--- config.mk ---
export PLATFORM = sky130hd
export DESIGN_NAME = imem_arbiter
export DESIGN_NICKNAME = d
export VERILOG_FILES = /design/src/rtl/imem_arb_pkg.sv /design/src/rtl/imem_arb_pick.sv /design/src/rtl/imem_arbiter.sv
export SDC_FILE = /design/constraint.sdc
export NUM_CORES = 1
export LEC_CHECK = 0
export ABC_AREA = 1
export CAP_MARGIN = 20
export CORE_MARGIN = 1.5
export CORE_UTILIZATION = 35
export CTS_BUF_LIST = sky130_fd_sc_hd__clkbuf_8
export DETAILED_ROUTE_END_ITERATION = 10
export PLACE_DENSITY = 0.73
export SYNTH_ARGS = -nofsm -noshare
export SYNTH_HDL_FRONTEND = slang
export SYNTH_SLANG_ARGS = --single-unit
--- constraint.sdc ---
create_clock -name clock -period 1.7 [get_ports clock]
set_clock_uncertainty 0.1 [all_clocks]
set_input_delay 0.425 -clock clock [delete_from_list [all_inputs] [get_ports clock]]
set_output_delay 0.425 -clock clock [all_outputs]
set_load 0.01 [all_outputs]
--- src/rtl/imem_arb_pkg.sv ---
// imem_arb_pkg: shared constants, state encoding and small helpers for the
// instruction-memory arbiter (imem_arbiter, imem_arb_pick, imem_arb_checker).
package imem_arb_pkg;

    // Memory beats per 128-bit block and the matching beat-counter width
    localparam int DEF_BEATS  = 16;
    localparam int DEF_BEAT_W = $clog2(DEF_BEATS);

    // Requester ports: 0 = active i-cache, 1 = standby i-cache being warmed
    localparam int N_PORTS      = 2;
    localparam int PORT_ACTIVE  = 0;
    localparam int PORT_STANDBY = 1;

    // Arbiter sequencing: grant -> 16-beat burst -> capture block -> acknowledge
    typedef enum logic [1:0] {
        ST_IDLE    = 2'd0,
        ST_BUSY    = 2'd1,
        ST_CAPTURE = 2'd2,
        ST_ACK     = 2'd3
    } arb_state_e;

    // Port index of the owner encoded in a one-hot two-port grant vector
    function automatic logic grant_index(input logic [N_PORTS-1:0] oh);
        return oh[PORT_STANDBY];
    endfunction

endpackage

--- src/rtl/imem_arb_pick.sv ---
// imem_arb_pick: combinational owner selection for the instruction-memory arbiter.
// Configuration macro IMEM_ARB_RR_EN:
//   defined   - round-robin: on simultaneous requests the port that did not
//               own the last acknowledged burst wins.
//   undefined - fixed priority: the active i-cache (port 0) always wins and the
//               standby cache may starve while the active cache keeps asking.
module imem_arb_pick
    import imem_arb_pkg::*;
(
    input  logic [N_PORTS-1:0] req_read,
    input  logic               last_owner,
    output logic [N_PORTS-1:0] pick
);

`ifndef IMEM_ARB_RR_EN
    // last_owner only steers round-robin selection
    logic unused_last_owner_s;
    assign unused_last_owner_s = last_owner;
`endif

    // Choose the next owner (one-hot, zero when nobody is requesting)
    always_comb begin
        pick = 2'b00;
`ifdef IMEM_ARB_RR_EN
        if (req_read == 2'b11) begin
            if (last_owner == 1'b1) begin
                pick = 2'b01;
            end else begin
                pick = 2'b10;
            end
        end else if (req_read[PORT_ACTIVE]) begin
            pick = 2'b01;
        end else if (req_read[PORT_STANDBY]) begin
            pick = 2'b10;
        end else begin
            pick = 2'b00;
        end
`else
        if (req_read[PORT_ACTIVE]) begin
            pick = 2'b01;
        end else if (req_read[PORT_STANDBY]) begin
            pick = 2'b10;
        end else begin
            pick = 2'b00;
        end
`endif
    end

endmodule

--- src/rtl/imem_arbiter.sv ---
// imem_arbiter: shares the byte-serial instruction memory (BEATS beats per
// block) between the active i-cache (port 0) and the standby i-cache (port 1).
// A granted request runs a full BEATS-cycle burst at the latched block address,
// the block is captured one cycle after the burst and the owner is acknowledged
// (busywait dropped) for one cycle. A requester that withdraws mid-burst is not
// acknowledged; the burst still completes so the memory beat counter stays aligned.
// Configuration macro IMEM_ARB_RR_EN (see imem_arb_pick): round-robin when
// defined, fixed priority for port 0 otherwise.
module imem_arbiter
    import imem_arb_pkg::*;
#(
    parameter int ADDR_W = 28,
    parameter int DATA_W = 128,
    parameter int BEATS  = DEF_BEATS
) (
    input  logic                          clock,
    input  logic                          reset,
    input  logic [N_PORTS-1:0]            req_read,
    input  logic [N_PORTS-1:0][ADDR_W-1:0] req_address,
    output logic [DATA_W-1:0]             req_readdata,
    output logic [N_PORTS-1:0]            req_busywait,
    output logic                          mem_read,
    output logic [ADDR_W-1:0]             mem_address,
    input  logic [DATA_W-1:0]             mem_readdata,
    input  logic                          mem_busywait,
    output logic [N_PORTS-1:0]            grant
);

    localparam int               BEAT_W    = $clog2(BEATS);
    localparam logic [BEAT_W-1:0] BEAT_LAST = BEAT_W'(BEATS - 1);

    arb_state_e          state_r;
    logic [BEAT_W-1:0]   beat_r;
    logic [N_PORTS-1:0]  ack_r;
    logic                last_owner_r;
    logic                dropped_r;
    logic [N_PORTS-1:0]  pick_s;
    logic                owner_dropped_s;

    // Completion is signalled by the memory only on the last beat; the fixed
    // beat count below is what actually ends the burst.
    logic unused_mem_busywait_s;
    assign unused_mem_busywait_s = mem_busywait;

    imem_arb_pick u_pick (
        .req_read   (req_read),
        .last_owner (last_owner_r),
        .pick       (pick_s)
    );

    // Owner has withdrawn its request during the current burst
    assign owner_dropped_s = |(grant & ~req_read);

    // A requester stalls until its one-cycle acknowledge
    assign req_busywait = req_read & ~ack_r;

    // Arbitration sequencer: grant, fixed-length burst, block capture, acknowledge
    always_ff @(posedge clock or negedge reset) begin
        if (!reset) begin
            state_r      <= ST_IDLE;
            beat_r       <= '0;
            mem_read     <= 1'b0;
            mem_address  <= '0;
            req_readdata <= '0;
            grant        <= 2'b00;
            ack_r        <= 2'b00;
            last_owner_r <= 1'b1;
            dropped_r    <= 1'b0;
        end else begin
            case (state_r)
                ST_IDLE: begin
                    ack_r <= 2'b00;
                    if (pick_s != 2'b00) begin
                        grant       <= pick_s;
                        mem_address <= req_address[grant_index(pick_s)];
                        beat_r      <= '0;
                        mem_read    <= 1'b1;
                        dropped_r   <= 1'b0;
                        state_r     <= ST_BUSY;
                    end else begin
                        grant    <= 2'b00;
                        mem_read <= 1'b0;
                    end
                end
                ST_BUSY: begin
                    if (owner_dropped_s) begin
                        dropped_r <= 1'b1;
                    end
                    if (beat_r == BEAT_LAST) begin
                        // Memory counter wraps here; mem_read must fall now
                        mem_read <= 1'b0;
                        beat_r   <= '0;
                        state_r  <= ST_CAPTURE;
                    end else begin
                        beat_r <= beat_r + BEAT_W'(1);
                    end
                end
                ST_CAPTURE: begin
                    req_readdata <= mem_readdata;
                    if (dropped_r || owner_dropped_s) begin
                        // Withdrawn request: no acknowledge, release at once
                        grant   <= 2'b00;
                        state_r <= ST_IDLE;
                    end else begin
                        ack_r   <= grant;
                        state_r <= ST_ACK;
                    end
                end
                ST_ACK: begin
                    ack_r        <= 2'b00;
                    last_owner_r <= grant_index(grant);
                    grant        <= 2'b00;
                    state_r      <= ST_IDLE;
                end
                default: begin
                    state_r  <= ST_IDLE;
                    beat_r   <= '0;
                    mem_read <= 1'b0;
                    grant    <= 2'b00;
                    ack_r    <= 2'b00;
                end
            endcase
        end
    end

endmodule
**Yosys cells after proc, flatten, opt, wreduce, memory -nomap -nowiden**

Index checks and enable logic that the tools add are counted.
W data, S select, Z words.

- Logic and storage cells: 60
- Bits in registers: 168
- Latch bits: 0
- Memories: 0
- Bits in read-only memories: 0
- Bits in writable memories: 0
- Bits of input ports: 189
- Output and inout port bits: 161

- Divide/modulo/power cells: 0
- Multiply operators: 0
- $add $sub $neg: 1
- Equality and inequality tests: 9
- Multiplexer cells: 22
- Reduce and logical (&&, ||, !) cells: 15
- Bitwise logic cells: 4
- Shifts and indexed selects: 0
- Order comparisons: 1

Operator list:

| cell | count |
|---|---|
| $mux W28 | 2 |
| $mux W2 | 8 |
| $reduce_and A2 Y1 | 6 |
| $ne A2 B2 Y1 const B | 5 |
| $mux W4 | 2 |
| $pmux W2 S4 | 1 |
| $pmux W4 S2 | 1 |
| $pmux W2 S3 | 1 |
| $reduce_bool A2 Y1 | 3 |
| $add A4 B1 Y4 const B | 1 |
| $and A2 B2 Y2 | 2 |
| $eq A2 B2 Y1 const B | 2 |
| $eq A4 B4 Y1 const B | 1 |
| $mux W1 | 4 |
| $not A2 Y2 | 2 |
| $pmux W1 S2 | 2 |
| $pmux W2 S2 | 1 |
| $reduce_or A2 Y1 | 2 |
| $reduce_and A3 Y1 | 1 |
| $reduce_bool A3 Y1 | 1 |
| $eq A2 B1 Y1 const B | 1 |
| $logic_not A2 Y1 | 1 |
| $lt A1 B2 Y1 const B | 1 |
| $logic_or A1 B1 Y1 | 1 |

**Depth between registers and ports, before layout**

- Depth after elaboration: 6
- Depth in mapped cells: 9
- Mapped depth without buffers: 8

**Modules after synthesis**

A second synthesis with hierarchy kept.

- Cells, all modules: 814
- Area, all modules: 6950.4 um^2

By module, submodules not included:

| module | cells an instance | times used | area each (um^2) | seq. area each (um^2) |
|---|---|---|---|---|
| imem_arbiter | 811 | 1 | 6932.9 | 4230.3 |
| imem_arb_pick | 3 | 1 | 17.5 | 0.0 |

**Worst setup path after synthesis**

No wires, ideal clock.

- Path type: reg2reg
- Start point: register state_r[0]
- End point: register req_readdata[49]
- Arrival: 1330 ps
- Library setup time: 66 ps
- Data required time: 1534 ps
- Setup slack: 205 ps
- Cell stages (with the launch flop): 9
- Buffers on the path: 3
- Period minus slack after synthesis: 1495 ps
- Path through: dfrtp_1 inv_1 ha_1 buf_4 inv_2 buf_2 buf_2 nand2_1 nand2_1

- Longest elaborated chain between the ends: 1

Ends and longest elaborated chain:

| element | line | RTL |
|---|---|---|
| from (decl) | imem_arbiter.sv:32 | `arb_state_e state_r;` |
| from (signal assigned) | imem_arbiter.sv:60 | `state_r <= ST_IDLE;` |
| from (signal assigned) | imem_arbiter.sv:79 | `state_r <= ST_BUSY;` |
| from (signal assigned) | imem_arbiter.sv:93 | `state_r <= ST_CAPTURE;` |
| $eq A2 B2 Y1 | imem_arbiter.sv:70 | `case (state_r)` |
| to (signal assigned) | imem_arbiter.sv:99 | `req_readdata <= mem_readdata;` |
| to (decl) | imem_arbiter.sv:20 | `output logic [DATA_W-1:0] req_readdata,` |

Every way passes these cells.
A chain may end at the register's enable or synchronous reset.

**Worst setup path in the final report**

- Start point: register req_readdata[114]
- End point: output port req_readdata[114]

No word-level cell between the ends.

==> impl_metrics.csv <==
group,metric,value,unit
hold_path,holdPathStages,4,
pwr,powerDensity,1700,nW/µm²
synth,synth_compound_area_share,4.85,%
worst_setup_path,crit_path_max_incr_delay,0.40,ns
synth,synth_top_family_by_area,"simple AND/OR/NAND/NOR gates",
routing,postRouteAntennaNets,0,
worst_setup_path,crit_path_max_fanout,2,
global_route,grt_max_degree,74,
synth,yosysSeqAreaShare,62.0,%
worst_setup_path,reg2reg_from,"state_r[0]$_DFFE_PN0P_",
global_route,track_usage,20.5,%
timing,worstMarginPinSlew,0.492,ns
synth,synth-xor-area-share,0.129,%
worst_setup_path,crit_family,"flip-flops",
finish,nets,1357,
routing,drt_first_iter_violations,292,
timing,min_period_over_period,96.9,%
hold_path,hold_path.class,"in -> reg",
pwr,finalPower,0.0192,W
global_route,grt-ovfl-total,0,
routing,drt-vias-per-instance,4.45,
synth,avgSynthCellArea,8.65,µm²
synth,synth-simple-area-share,27.7,%
worst_setup_path,startpoint_type,"flop",
finish,n_antenna_cell,0,
routing,routed_wl,21.0,mm
pwr,leakage,5.66,nW
finish,final_layout_size_suffix_gt1_share,9.03,%
cts,tritoncts,"done",
die,core-area,18800,µm²
finish,area_delta_synth_final,66.5,%
die,ioPinCount,350,
routing,drc_errors,0,
cts,htree_levels,4,
place,gp_congestion,0.818,
timing,timing.hold.ws,0.349,ns
hold_path,hold_end,"grant[0]$_DFFE_PN0P_",
synth,synth.net_count,980,
die,die_x,142,µm
synth,yosysMostFrequentCell,"nand2_1",
flow_run,cap_violations,0,
run_status,status,"completed",
pwr,p_seq_share,36.2,%
synth,yosysTopAreaCellShare,62.0,%
cts,clk_latency,0.44,ns
hold_path,hold_start,"req_read[0]",
synth,synth_cells,784,
worst_setup_path,critPathCaptureType,"output pin",
synth,yosys_warnings,0,
cts,cts_root_buffer,"clkbuf_8",
worst_setup_path,cp.depth,1,
worst_setup_path,critPathKind,"reg -> out",
die,die_area,20200,µm²
worst_setup_path,reg2reg_depth,8,
synth,synth_largest_area_cell,"dfrtp_1",
pwr,p_comb_share,46.5,%
routing,dr.pass1.iters,4,
die,rows,50,
global_route,grt_pass1_vias,6172,
timing,drv_slew,0,
worst_setup_path,worst_ep_arrival_time,1.12,ns
timing,setup-violations-final,0,
pwr,peakVddDrop,853,µV
global_route,antenna_found_initial,0,
timing,hold_violations,0,
die,die_y,142,µm
synth,yosys-top-cells-count,"nand2_1 (441), dfrtp_1 (168), o21ai_1 (40)",
synth,synthTopCellsByArea,"dfrtp_1 (62%), nand2_1 (24%), o21ai_1 (3.0%), buf_2 (1.8%), nor2_1 (1.8%)",
synth,synth_flop_cell,"dfrtp_1",
synth,syn_area,6780,µm²
cts,cts_num_sinks,168,
global_route,grt_first_pass_wirelength,32.1,mm
synth,synth_fa_ha_area_share,1.29,%
timing,fmax,607,MHz
synth,synthMuxAreaShare,0,%
worst_setup_path,r2r_setup_slack,0.12,ns
worst_setup_path,worst-endpoint-required,1.17,ns
cts,clockBufferDepth,2,
pwr,swShare,37.7,%
synth,synth_edf_count,0,
pwr,power_frac_clock,17.3,%
synth,ys_ff_latch,168,
routing,wl_per_cell,14.7,µm
pwr,p_switching,0.00725,W
cts,clk_pin_slew_worst_paths,0.09,ns
worst_setup_path,crit_path_top_delay_cell,"dfrtp_1",
worst_setup_path,timing.rr.end,"mem_address[2]$_DFFE_PN0P_",
pwr,internal_power,0.0120,W
die,initial_core_util,36.0,%
worst_setup_path,crit_buf_inv,1,
place,dp_hpwl,15.2,mm
synth,async_flop_share,100,%
synth,ys_types,20,
worst_setup_path,path_cells,"dlygate4sd2_1",
cts,tritoncts.num_buffers,17,
timing,relSlewSlack,67.1,%
place,portBuffers,348,
routing,vias,6380,
timing,period_minus_slack,1.65,ns
==> final cells by class <==
| type | count | area (µm²) |
|---|---|---|
| repair buffers | 398 | 3910 |
| well taps | 260 | 325 |
| fillers | 1642 | 7540 |
| multi-input cells | 563 | 2330 |
| clock buffers | 18 | 248 |
| clock inverters | 14 | 220 |
| inverters | 13 | 51.3 |
| flip-flops and latches | 168 | 4200 |
==> flip-flops by register name, summed over array words and instances, names as in the netlist <==
name and count:
req_readdata 128, beat_r 4, state_r 2, mem_address 28
mem_read 1, grant 2, ack_r 2, dropped_r 1
==> worst max-delay path by stage <==
| stage | start | to | slack (ns) |
|---|---|---|---|
| finish | req_readdata[114]$_DFFE_PN0N_ | req_readdata[114] | 0.05 |
| global route | state_r[1]$_DFFE_PN0P_ | grant[0]$_DFFE_PN0P_ | -0.02 |
| CTS | req_read[0] | req_busywait[0] | -0.03 |
| detailed placement | req_read[0] | req_busywait[0] | -0.44 |
| global placement | req_read[1] | req_busywait[1] | -0.42 |
| floorplan | state_r[0]$_DFFE_PN0P_ | req_readdata[49]$_DFFE_PN0N_ | 0.20 |
==> kinds of logic (layout without fill, tap and decap cells) <==
| logic type | after synthesis | count (layout) |
|---|---|---|
| fa+ha+maj | 7 | 7 |
| simple gates | 491 | 491 |
| xor+xnor | 1 | 1 |
| buf+inv | 53 | 443 |
| flops | 168 | 168 |
| compound gates | 64 | 64 |
==> per-stage QoR <==
stage,instances,worst slack (ns),TNS [ns],cell area [µm²],util (%)
3_3_place_gp,1377,-0.416,-9.42,10700,56.9
4_1_cts,1412,-0.0330,-0.0330,11000,58.4
3_5_place_dp,1377,-0.436,-10.92,10700,56.9
5_1_grt,1434,-0.0243,-0.0396,11300,59.9
2_1_floorplan,784,0.205,0,6780,-
6_report,1434,0.0522,0,11300,59.9
==> power by group through the flow <==
| stage | sequential (W) | clock [W] | combinational [W] |
|---|---|---|---|
| final | 0.00695 | 0.00332 | 0.00895 |
| after global routing | 0.00717 | 0.00361 | 0.00991 |
| after CTS | 0.00689 | 0.00342 | 0.00845 |
| after detailed placement | 0.00703 | 0 | 0.00966 |
| after global placement | 0.00696 | 0 | 0.00949 |
| after floorplan | 0.00789 | 0 | 0.00322 |
==> layout by cell type (no fill, tap or decap), drive strengths merged, types with 3 or more instances in the layout <==
cell type,instances
nand2,441
clkdlybuf4s50,184
dfrtp,168
clkdlybuf4s15,115
o21ai,61
buf,52
dlygate4sd2,38
nor2,36
clkbuf,25
inv,19
nand3,9
ha,7
bufinv,5
nand4,3
==> layer usage <==
metal	vias up	track usage (%)	routed length, µm
li1	3166	-	-
met1	2956	24.1	8260
met2	233	35.5	10500
met3	25	6.93	1890
met4	0	6.19	365
met5	-	0	0
==> repair_timing <==
| action | CTS | global route |
|---|---|---|
| pin swaps | 0 | 2 |
| setup endpoints to repair | 161 | 157 |
| hold buffers | 1 | 0 |
| buffers inserted | 2 | 22 |
| gates resized for setup | 178 | 127 |
| endpoints found under the hold margin | 28 | 0 |
Note: power is estimated with default switching activity, not from simulation.
==> RTL change 1, RTL diff (same settings) <==
The 4 states of `arb_state_e` get a Gray code encoding in 2 bits.
--- a/src/rtl/imem_arb_pkg.sv
+++ b/src/rtl/imem_arb_pkg.sv
@@ -15,6 +15,6 @@
     typedef enum logic [1:0] {
-        ST_IDLE    = 2'd0,
-        ST_BUSY    = 2'd1,
-        ST_CAPTURE = 2'd2,
-        ST_ACK     = 2'd3
+        ST_IDLE    = 2'b00,
+        ST_BUSY    = 2'b01,
+        ST_CAPTURE = 2'b11,
+        ST_ACK     = 2'b10
     } arb_state_e;
Behaviour: no difference found for any inputs over 10 cycles, from zero or initial values and one cycle with reset low; not proved beyond that.
==> RTL change 1 against the unedited design <==
Largest cell class unchanged. Cell area decreased by 2.9%. Final cell count decreased by 3.1%. Setup slack got worse by 22 ps. Highest routed layer unchanged. Wire length decreased by 2.2%. Combinational power decreased by 3.1%. Critical path type unchanged. Sequential cell count unchanged. Critical path depth unchanged. Synthesized area decreased by 1.6%. Total power decreased by 3.1%.
==> RTL change 1: results (changes against the unedited design) <==
Port Buffer Count -> 348 (unchanged)
Reg-to-Reg End -> req_readdata[31] (was mem_address[2])
Number of filler instances in the final layout -> 1663 (was 1642)
Share of layout cells above drive strength 1 -> 9.004% (was 9.029%)
Met3 wire len -> 1.563 mm (was 1.889 mm)
Largest net degree at the start of global routing -> 72 (was 74)
Seq/Total Area, Yosys -> 62.99% (was 61.99%)
Routed length on met2 -> 10.15 mm (was 10.50 mm)
CTS Buffer Depth -> 2 (unchanged)
Critical path's largest stage delay -> 400 ps (about the same)
Top layer in use -> met4 (unchanged)
Synth cell types -> 18 (was 20)
Top flop regs -> req_readdata (128), mem_address (28), beat_r (4) (unchanged)
Pre-CTS setup slack -> -401.0 ps (was -435.6 ps)
Synth Net Count -> 956 (was 980)
Drt first pass iters -> 4 (unchanged)
Synth Warn # -> 0 (unchanged)
Hold Path Class -> input port to async pin (was input port to register)
Clk slew on worst S/H paths -> 100 ps
End of the critical path -> req_readdata[93] (was req_readdata[114])
Leakage -> 5.512 nW (was 5.656 nW)
Slowest CP cell -> dfrtp_1 (unchanged)
DRT iter0 DRCs -> 186 (was 292)
Fin nets -> 1332 (was 1357)
Vias in the first global route -> 6198 (was 6172)
Post-synth top cells -> nand2_1, dfrtp_1, nor2_1 (was nand2_1, dfrtp_1, o21ai_1)
CTS Root Cell -> clkbuf_8 (unchanged)
Routed len/inst -> 14.79 µm (was 14.65 µm)
Top_reg_cell synth -> dfrtp_1 (unchanged)
Total CTS buffers -> 17 (unchanged)
Antenna violations before repair -> 0 (unchanged)
VDD IR max -> 720.0 µV (was 853.2 µV)
CP max FO -> 2 (unchanged)
M1 WL -> 8.401 mm (was 8.263 mm)
FF-to-FF setup slack -> 240 ps (was 120 ps)
First-pass GRT wire length -> 32.00 mm (was 32.12 mm)
Cell class contributing the biggest share of worst-path delay -> flip-flops (unchanged)
H-Tree Depth -> 4 (unchanged)
Slew HR -> 67.52% (was 67.13%)
RD Place Congestion -> 0.8341 (was 0.8181)
Clock Latency Late Sink -> 440 ps (about the same)
Crit path DAT -> 1150 ps (was 1120 ps)
R2R cell count -> 5 (was 8)
Status -> complete, no violations (unchanged)
Most flops, register -> req_readdata (unchanged)
CP startpoint -> req_readdata[93] (was req_readdata[114])
Gr usage total -> 20.48% (was 20.49%)
Synth area leaders -> dfrtp_1, nand2_1, o21ai_0, o21ai_1, nor2_1 (was dfrtp_1, nand2_1, o21ai_1, buf_2, nor2_1)
Total number of vias -> 6347 (was 6380)
Post-synthesis async set-or-reset flop share -> 100.0% (unchanged)
Minimum clock period -> 1670 ps (was 1648 ps)
Dpl hpwl -> 14.79 mm (was 15.17 mm)
Antenna Cells -> 0 (unchanged)
R2r startpoint -> state_r[0] (unchanged)
RTL change 1: changes by cell type after synthesis, sizes merged:
| cell | unedited run | this run |
|---|---|---|
| o211ai | 2 | 0 |
| a21oi | 1 | 3 |
| nor2 | 36 | 35 |
| buf | 32 | 38 |
| or2 | 2 | 0 |
| nand3 | 9 | 8 |
| o21ai | 61 | 60 |
| inv | 13 | 12 |
| ha | 7 | 1 |
| clkbuf | 8 | 1 |
| nand2 | 441 | 439 |
| nand4 | 3 | 0 |
RTL change 1: worst min path at each step:
| stage | from | cells past startpoint | slack [ps] | to |
|---|---|---|---|---|
| floorplan | reset | 0 | 30 | ack_r[0] |
| global placement | reset | 1 | 150 | mem_address[9] |
| detailed placement | reset | 1 | 160 | mem_address[9] |
| CTS | reset | 2 | 200 | mem_address[9] |
| global route | reset | 2 | 210 | mem_address[9] |
| finish | reset | 2 | 240 | mem_address[9] |
RTL change 1: cells by family after synthesis:
logic type	share of synthesized area, %
xor+xnor	0.1313
compound gates	4.724
simple gates	27.45
flops	62.99
buf+inv	4.518
fa+ha+maj	0.1874
RTL change 1: what timing repair did:
item / CTS / global route
pin swaps: 0 / 2
hold buffers: 1 / 0
endpoints found under the setup margin: 161 / 93
buffers inserted: 6 / 19
hold endpoints to repair: 168 / 0
gates resized for setup: 238 / 83
RTL change 1: stage by stage:
stage          area (µm²)  cells  setup TNS (ps)  total power, mW  utilization (%)
2_1_floorplan        6674    766               0            11.11                -
3_3_place_gp        10460   1331           -8156            16.27            55.89
3_5_place_dp        10460   1331           -8782            16.51            55.89
4_1_cts             10790   1370               0            18.40            57.69
5_1_grt             10960   1389          -104.6            20.01            58.58
6_report            10960   1389               0            18.62            58.58
RTL change 1: per-layer routing:
layer  vias up  global-route usage [%]
li1       3100                       -
met5         -                       0
met2       242                   34.21
met1      2978                   24.44
met3        27                   6.760
met4         0                   8.059
RTL change 1: area by class of cell:
type	instances	share of cell area [%]
flip-flops and latches	168	38.37
multi-input cells	547	19.84
inverters	12	0.4339
clock buffers	18	2.261
well taps	234	2.672
clock inverters	14	1.416
repair buffers	396	35.01
RTL change 1: power breakdown:
part / total [mW] / internal (mW) / switching, mW
clock: 2.90 / 1.27 / 1.64
combinational: 8.67 / 4.13 / 4.54
sequential: 7.04 / 5.95 / 1.09
==> RTL change 2, RTL diff (same flow settings) <==
Made on the original files. The option `IMEM_ARB_RR_EN` is turned on by a define.
--- a/src/rtl/imem_arb_pick.sv
+++ b/src/rtl/imem_arb_pick.sv
@@ -6,2 +6,4 @@
 //               standby cache may starve while the active cache keeps asking.
+`define IMEM_ARB_RR_EN
+
 module imem_arb_pick
Formal check against the unedited RTL: no difference found for any inputs over 10 cycles, from zero or initial values and one cycle with reset low; that may be too few to reach the edited logic, so the function may still have changed.
==> RTL change 2 against the unedited design <==
Setup slack better by 1.2 ps. Register-to-register slack better by 40 ps. Synthesized area up 2.3%. Synthesized cell count up 5.5%. Cell area down 0.48%. Sequential cell count up 1. Final cell count up 2.4%. Wire length down 6.1%. Total power down 4.0%. Critical endpoint is now req_readdata[95]. Largest power group unchanged.
==> RTL change 2: results (changes against the unedited design) <==
Status -> complete, no violations (unchanged)
Routed wire length -> 19.74 mm (was 21.01 mm)
RD Place Congestion -> 0.8076 (was 0.8181)
H-Tree Depth -> 4 (unchanged)
PD cells -> 1643 nW/µm² (was 1703 nW/µm²)
Slew @ Worst Pin -> 479.9 ps (was 492.3 ps)
Post-synthesis async set-or-reset flop share -> 100.0% (unchanged)
Top flop regs -> req_readdata (128), mem_address (28), beat_r (4) (unchanged)
Area of the multi-input gates -> 2330 µm² (unchanged)
Gr usage total -> 18.97% (was 20.49%)
CTS Root Cell -> clkbuf_8 (unchanged)
CP max FO -> 2 (unchanged)
DRT iter0 DRCs -> 247 (was 292)
Hold Path Class -> input port to async pin (was input port to register)
Clk slew on worst S/H paths -> 100 ps
Register fraction of the total cell area -> 37.65% (was 37.24%)
Slowest CP cell -> dfrtp_1 (unchanged)
Post-Syn Instances -> 827 (was 784)
Logic inverters -> 46 (was 13)
Leakage -> 5.802 nW (was 5.656 nW)
Non-clk buf share -> 33.53% (was 34.64%)
Synth cell types -> 19 (was 20)
Share of layout cells above drive strength 1 -> 6.567% (was 9.029%)
ClkCell Share -> 3.564% (was 4.145%)
Dpl hpwl -> 14.46 mm (was 15.17 mm)
Dpl cell area -> 10830 µm² (was 10710 µm²)
Bufs w/o clock -> 385 (was 398)
First-pass GRT wire length -> 30.80 mm (was 32.12 mm)
Port Buffer Count -> 348 (unchanged)
Antenna Cells -> 0 (unchanged)
Post-synth top cells -> nand2_1, dfrtp_1, inv_1 (was nand2_1, dfrtp_1, o21ai_1)
Synth Net Count -> 1022 (was 980)
Clock Latency Late Sink -> 430 ps
Antenna violations before repair -> 0 (unchanged)
Drt first pass iters -> 4 (unchanged)
Total number of vias -> 6423 (was 6380)
VDD IR max -> 839.1 µV (was 853.2 µV)
Cell class contributing the biggest share of worst-path delay -> flip-flops (unchanged)
Largest net degree at the start of global routing -> 107 (was 74)
Non-Filler Instances -> 1468 (was 1434)
Seq Cell Count -> 169 (was 168)
Synth Warn # -> 0 (unchanged)
Vias in the first global route -> 6228 (was 6172)
Seq/Total Area, Yosys -> 61.00% (was 61.99%)
Pre-CTS setup slack -> -478.6 ps (was -435.6 ps)
Crit path DAT -> 1120 ps (about the same)
Synth area leaders -> dfrtp_1, nand2_1, o21ai_1, inv_1, buf_2 (was dfrtp_1, nand2_1, o21ai_1, buf_2, nor2_1)
Fin nets -> 1385 (was 1357)
Total CTS buffers -> 17 (unchanged)
Multi-In Gates -> 571 (was 563)
Critical path's largest stage delay -> 390 ps
Number of filler instances in the final layout -> 1767 (was 1642)
CTS Buffer Depth -> 2 (unchanged)
[RTL change 2: cell types whose count changed in the layout (fill, tap and decap cells not counted), moves of 3 or more]
cell	before	now
o21ai_1	40	37
nor2_2	5	1
nand2_1	439	474
nor2_1	31	7
buf_4	38	27
clkdlybuf4s15_1	115	84
bufinv_16	5	2
o21ai_0	20	25
clkbuf_2	7	1
inv_1	11	46
dlygate4sd2_1	38	76
a21oi_1	1	5
[RTL change 2: kinds of logic (layout without fill, tap and decap cells)]
logic type / after synthesis / count (layout) / share of synthesized area [%]
flops: 169 / 169 / 61.00
compound gates: 67 / 67 / 4.835
simple gates: 498 / 498 / 27.42
fa+ha+maj: 6 / 6 / 1.082
buf+inv: 87 / 463 / 5.665
[RTL change 2: per-layer routing]
metal	vias to the layer above	share of wire (%)	global-route usage [%]
li1	3233	-	-
met1	2946	40	21.95
met2	220	50	32.67
met3	24	8.1	6.731
met4	0	1.9	6.230
met5	-	0	0
[RTL change 2: path summary, 6_finish.rpt]
| path | start | end | slack [ps] | depth (start not counted) |
|---|---|---|---|---|
| max | req_readdata[95] | req_readdata[95] | 50 | 1 |
| min reg2reg | req_readdata[15] | req_readdata[15] | 370 | 2 |
| min | reset | req_readdata[64] | 310 | 2 |
| max in group asynchronous | reset | last_owner_r | 580 | 3 |
| min in group clock | req_readdata[15] | req_readdata[15] | 370 | 2 |
| max reg2reg | state_r[0] | req_readdata[14] | 160 | 6 |
[RTL change 2: repair_timing]
action                     CTS  global route
setup endpoints to repair  161            78
pin swaps                    1             0
hold buffers                 1             0
resized for setup          185            72
setup buffers                2            11
hold endpoints to repair    17             0
[RTL change 2: power by group]
group | switching (mW) | internal (mW)
Sequential | 0.989 | 5.98
Combinational | 4.60 | 3.96
Clock | 1.58 | 1.34
Total | 7.17 | 11.3
